$ cat src/rtl/vga_stream_timing_gen.sv
// Programmable raster timing generator that streams RGB565/RGB888 pixels from a non-FWFT FIFO.
// Optional PATTERN_FALLBACK_EN shows colour bars instead of FILL_RGB while not streaming.
module vga_stream_timing_gen #(
  parameter int unsigned H_ACTIVE = 640,
  parameter int unsigned H_FP     = 16,
  parameter int unsigned H_SYNC   = 96,
  parameter int unsigned H_BP     = 48,
  parameter int unsigned V_ACTIVE = 480,
  parameter int unsigned V_FP     = 10,
  parameter int unsigned V_SYNC   = 2,
  parameter int unsigned V_BP     = 33,
  parameter bit          HS_POL   = 1'b0,
  parameter bit          VS_POL   = 1'b0,
  parameter int unsigned IN_W     = 16,
  parameter logic [23:0] FILL_RGB = 24'h000000
) (
  input  logic            clock,
  input  logic            reset,
  input  logic            enable,
  input  logic [IN_W-1:0] fifo_data_in,
  input  logic            fifo_empty,
  output logic            fifo_read_en,
  output logic            hsync,
  output logic            vsync,
  output logic            data_enable,
  output logic [23:0]     rgb,
  output logic            frame_start,
  output logic            streaming,
  output logic [15:0]     underflow_count
);

  localparam int unsigned H_TOTAL = H_ACTIVE + H_FP + H_SYNC + H_BP;
  localparam int unsigned V_TOTAL = V_ACTIVE + V_FP + V_SYNC + V_BP;
  localparam int unsigned HW      = $clog2(H_TOTAL);
  localparam int unsigned VW      = $clog2(V_TOTAL);

  typedef enum logic [1:0] {StWait, StStream, StDrop} state_e;

  logic [HW-1:0] h_q;
  logic [VW-1:0] v_q;
  state_e        state_q, state_d;
  logic          active, hs_act, vs_act, fs, entry, pop, underflow;
  logic          de_q, hs_q, vs_q, fs_q, pop_q;
  logic [23:0]   pix_in, fill_px;

  always_comb begin
    active = (32'(h_q) < H_ACTIVE) && (32'(v_q) < V_ACTIVE);
    hs_act = (32'(h_q) >= H_ACTIVE + H_FP) && (32'(h_q) < H_ACTIVE + H_FP + H_SYNC);
    vs_act = (32'(v_q) >= V_ACTIVE + V_FP) && (32'(v_q) < V_ACTIVE + V_FP + V_SYNC);
    fs     = (h_q == '0) && (v_q == '0);
    entry  = enable & ~fifo_empty;
  end

  // At frame start only the entry condition may pop, so a frame heading to WAIT never pops.
  always_comb begin
    state_d   = state_q;
    pop       = 1'b0;
    underflow = 1'b0;
    if (fs) begin
      state_d = entry ? StStream : StWait;
      pop     = active & entry;
    end else if (state_q == StStream && active) begin
      if (fifo_empty) begin
        underflow = 1'b1;
        state_d   = StDrop;
      end else begin
        pop = 1'b1;
      end
    end
  end

  assign fifo_read_en = pop & ~reset;
  assign streaming    = (state_q == StStream);

  always_ff @(posedge clock or posedge reset) begin
    if (reset) begin
      h_q             <= '0;
      v_q             <= '0;
      state_q         <= StWait;
      underflow_count <= 16'h0000;
    end else begin
      state_q <= state_d;
      if (h_q == HW'(H_TOTAL - 1)) begin
        h_q <= '0;
        v_q <= (v_q == VW'(V_TOTAL - 1)) ? '0 : v_q + VW'(1);
      end else begin
        h_q <= h_q + HW'(1);
      end
      if (underflow && underflow_count != 16'hFFFF) begin
        underflow_count <= underflow_count + 16'h0001;
      end
    end
  end

  always_ff @(posedge clock or posedge reset) begin
    if (reset) begin
      de_q  <= 1'b0;
      hs_q  <= 1'b0;
      vs_q  <= 1'b0;
      fs_q  <= 1'b0;
      pop_q <= 1'b0;
    end else begin
      de_q  <= active;
      hs_q  <= hs_act;
      vs_q  <= vs_act;
      fs_q  <= fs;
      pop_q <= pop;
    end
  end

  generate
    if (IN_W == 16) begin : g_rgb565
      assign pix_in = {fifo_data_in[15:11], fifo_data_in[15:13],
                       fifo_data_in[10:5],  fifo_data_in[10:9],
                       fifo_data_in[4:0],   fifo_data_in[4:2]};
    end else begin : g_rgb888
      assign pix_in = fifo_data_in[23:0];
    end
  endgenerate

`ifdef PATTERN_FALLBACK_EN
  logic [2:0] bar_q;
  logic       idle_q;

  always_ff @(posedge clock or posedge reset) begin
    if (reset) begin
      bar_q  <= 3'd0;
      idle_q <= 1'b0;
    end else begin
      bar_q  <= 3'((32'(h_q) << 3) / H_ACTIVE);
      idle_q <= (state_q != StStream);
    end
  end

  // Underflow pixels inside STREAM keep the plain fill colour.
  always_comb begin
    fill_px = FILL_RGB;
    if (idle_q) begin
      unique case (bar_q)
        3'd0: fill_px = 24'hFFFFFF;
        3'd1: fill_px = 24'hFFFF00;
        3'd2: fill_px = 24'h00FFFF;
        3'd3: fill_px = 24'h00FF00;
        3'd4: fill_px = 24'hFF00FF;
        3'd5: fill_px = 24'hFF0000;
        3'd6: fill_px = 24'h0000FF;
        3'd7: fill_px = 24'h000000;
        default: fill_px = FILL_RGB;
      endcase
    end
  end
`else
  assign fill_px = FILL_RGB;
`endif

  always_ff @(posedge clock or posedge reset) begin
    if (reset) begin
      hsync       <= ~HS_POL;
      vsync       <= ~VS_POL;
      data_enable <= 1'b0;
      frame_start <= 1'b0;
      rgb         <= 24'h000000;
    end else begin
      hsync       <= hs_q ? HS_POL : ~HS_POL;
      vsync       <= vs_q ? VS_POL : ~VS_POL;
      data_enable <= de_q;
      frame_start <= fs_q;
      rgb         <= pop_q ? pix_in : (de_q ? fill_px : 24'h000000);
    end
  end

endmodule

$ cat config.mk
export PLATFORM = sky130hd
export DESIGN_NAME = vga_stream_timing_gen
export DESIGN_NICKNAME = d
export VERILOG_FILES = /design/src/rtl/vga_stream_timing_gen.sv
export SDC_FILE = /design/constraint.sdc
export NUM_CORES = 1
export LEC_CHECK = 0
export CAP_MARGIN = 10
export CORE_MARGIN = 2
export CORE_UTILIZATION = 44
export CTS_CLUSTER_SIZE = 25
export DETAILED_ROUTE_END_ITERATION = 7
export DONT_BUFFER_PORTS = 1
export SYNTH_ARGS = -nofsm -noshare
export SYNTH_HDL_FRONTEND = slang
export SYNTH_SLANG_ARGS = --single-unit
$ cat constraint.sdc
create_clock -name clock -period 4 [get_ports clock]
set_clock_uncertainty 0.05 [all_clocks]
set_input_delay 0.6 -clock clock [delete_from_list [all_inputs] [get_ports clock]]
set_output_delay 0.6 -clock clock [all_outputs]
set_load 0.01 [all_outputs]
==> impl_metrics.env <==
export IMPL_clock_path_buffers=2
export IMPL_r2r_start="h_q[7]$_DFF_PP0_"
export IMPL_worstSetupPathType="flip-flop to output pin"
export IMPL_worstPathMaxFanout=20
export IMPL_tritoncts="yes"
export IMPL_async_reset_ff_share_pct=100.0
export IMPL_yosysTopAreaCellShare_pct=54.32
export IMPL_grt_pass1_wl_mm=8.342
export IMPL_cts_buffers=9
export IMPL_drtIter0Drc=58
export IMPL_hold_viol=0
export IMPL_max_cap_viol_count=0
export IMPL_syn_avg_cell_area_um2=10.98
export IMPL_setup_tns_ns=0
export IMPL_fin_cells=339
export IMPL_yosysWarnings=0
export IMPL_diodes=0
export IMPL_worst_setup_path_start_kind="flip-flop"
export IMPL_period_needed_ns=3.167
export IMPL_pin_count=66
export IMPL_layout_common_cells="dfrtp_1, nand2_1, xor2_1, and2_1, nor2_1"
export IMPL_grt_setup_unrepaired="no"
export IMPL_power_density_mw_per_mm2=374.3
export IMPL_outcome="finished, final reports clean"
export IMPL_setup_viol=0
export IMPL_cts_resized=0
export IMPL_gp_congestion=0.7770
export IMPL_yosysUniqueCellTypes=42
export IMPL_start_util_pct=44.77
export IMPL_clkTransAtPathRegs_ns=0.07
export IMPL_cts_max_level=3
export IMPL_layout_drive_gt1_share_pct=12.21
export IMPL_fin_crit_sh_pct=79.17
export IMPL_register_area_mm2=0.001579
export IMPL_holdWs_ns=0.1314
export IMPL_firstDrtPassIters=4
export IMPL_final_antenna_net_count=0
export IMPL_rows=29
export IMPL_antenna_found_initial=0
export IMPL_postCtsSetupBuffers=0
export IMPL_yosys_register_bits=63
export IMPL_wirelength_mm=4.926
export IMPL_synth_nets=281
export IMPL_timing_fmax_ghz=0.3158
export IMPL_ys_flop_type="dfrtp_1"
export IMPL_core_mm2=0.006277
export IMPL_relSlewSlack_pct=51.48
export IMPL_via_per_inst=5.298
export IMPL_hold_buffers=0
export IMPL_netlist_instances=256
export IMPL_nFillCells=562
export IMPL_grt_max_degree=40
export IMPL_reg2reg_setup_slack_ns=1.65
export IMPL_vias=1796
export IMPL_dp_cells=323
export IMPL_r2r_end="underflow_count[1]$_DFFE_PP0P_"
export IMPL_die_area_mm2=0.007042
export IMPL_wl_per_cell_um=14.53
export IMPL_grt_pass1_vias=1707
export IMPL_arrival_ns=2.52
export IMPL_synth_largest_area_cell="dfrtp_1"
export IMPL_ys_top_cells_by_area="dfrtp_1, xor2_1, and2_1"
export IMPL_track_usage_pct=15.09
export IMPL_required_ns=3.35
export IMPL_final_common_cell="dfrtp_1"
export IMPL_dp_hpwl_mm=3.420
export IMPL_clock_latency_ns=0.34
export IMPL_die_h_um=83.92
export IMPL_clockRootBuffer="clkbuf_8"
export IMPL_fin_nets=282
export IMPL_crit_path_end_kind="output pin"
export IMPL_overflow=0
export IMPL_dieWidth_um=83.92
export IMPL_numPortBuffers=0
export IMPL_clock_sinks=63
export IMPL_synth_edff_count=0
export IMPL_multi_input_area_mm2=0.001087
export IMPL_rr_worst_depth=6
export IMPL_drv_slew=0
export IMPL_synthToLayoutAreaGrowth_pct=7.035
export IMPL_leakagePower_uw=0.001390
export IMPL_vdd_drop_max_v=0.0002207
export IMPL_worst_pin_slew_ns=0.7177
export IMPL_min_delay_path_class="input port to async pin"
export IMPL_synth_area_mm2=0.002810
export IMPL_seq_area_frac_synth_pct=56.19
export IMPL_drc=0
==> flip-flops by register name, indices dropped and copies added (netlist names), 2 cells and up <==
signal and flops:
underflow_count 16, rgb 16, h_q 10, state_q 2, v_q 10
==> per-layer routing <==
layer	global-route usage, %	routed length (µm)	up-vias
met5	0	0	-
met4	8.651	112	0
met1	18.91	2269	862
li1	-	-	870
met3	5.539	342	9
met2	22.40	2202	55
==> worst max path at each step <==
| stage | from | end | slack [ns] | cells after the start |
|---|---|---|---|---|
| floorplan | h_q[5]$_DFF_PP0_ | fifo_read_en | 1.26 | 7 |
| global placement | h_q[5]$_DFF_PP0_ | fifo_read_en | 1.19 | 6 |
| detailed placement | h_q[5]$_DFF_PP0_ | fifo_read_en | 1.19 | 6 |
| CTS | h_q[7]$_DFF_PP0_ | fifo_read_en | 0.80 | 6 |
| global route | h_q[5]$_DFF_PP0_ | fifo_read_en | 0.73 | 6 |
| finish | h_q[7]$_DFF_PP0_ | fifo_read_en | 0.83 | 6 |
==> metrics by stage <==
step	cell area [µm²]	util, %	total power [µW]	setup WS [ns]
2_1_floorplan	2810	-	667.3	1.261
3_3_place_gp	2841	45.27	672.8	1.191
3_5_place_dp	2841	45.27	673.5	1.186
4_1_cts	3008	47.92	1143	0.8015
5_1_grt	3008	47.92	1172	0.7264
6_report	3008	47.92	1126	0.8334
==> cells by family (layout without fill, tap and decap cells) <==
| group | count (synthesis) | in the layout | share of synthesized area (%) |
|---|---|---|---|
| compound gates | 18 | 18 | 3.919 |
| xor+xnor | 25 | 25 | 7.792 |
| fa+ha+maj | 5 | 5 | 2.226 |
| buf+inv | 27 | 33 | 5.387 |
| flops | 63 | 63 | 56.19 |
| mux | 3 | 3 | 1.291 |
| simple gates | 115 | 115 | 23.20 |
==> power breakdown <==
part	internal, µW	switching, µW	leakage [µW]	total [µW]
Combinational	3.23	13.4	0.000466	16.7
Clock	222	244	0.0000820	466
Sequential	639	4.10	0.000842	643
Total	865	261	0.00139	1130
==> worst max-delay path: stages (launching register included) <==
cell	delay, ns
dfrtp_1	0.43
or3_4	0.40
or4b_4	0.50
nor3_4	0.18
buf_4	0.27
mux2i_1	0.31
nor3_2	0.09
==> synth_stat cells, types with 2 or more instances <==
library cell,number
or3_1,2
o21ai_0,10
xor2_1,18
clkbuf_1,3
nand2_1,19
nor2_1,16
nand3_1,11
and3_1,3
buf_4,8
nand4_1,9
o31ai_1,2
inv_1,13
nor3_1,11
nand2b_1,2
nor4_1,8
dfstp_2,2
and2_1,18
nor4b_1,3
nand3b_1,5
dfrtp_1,61
ha_1,5
xnor2_1,7
==> area by class of cell <==
type	count	share of cell area, %
tap	77	3.203
sequential	63	52.50
inverter	13	1.622
clock inverter	6	1.290
timing repair buffer	4	0.9983
clock buffer	10	4.243
multi-input combinational	166	36.15
No activity file was read; power rests on OpenSTA's default activity.
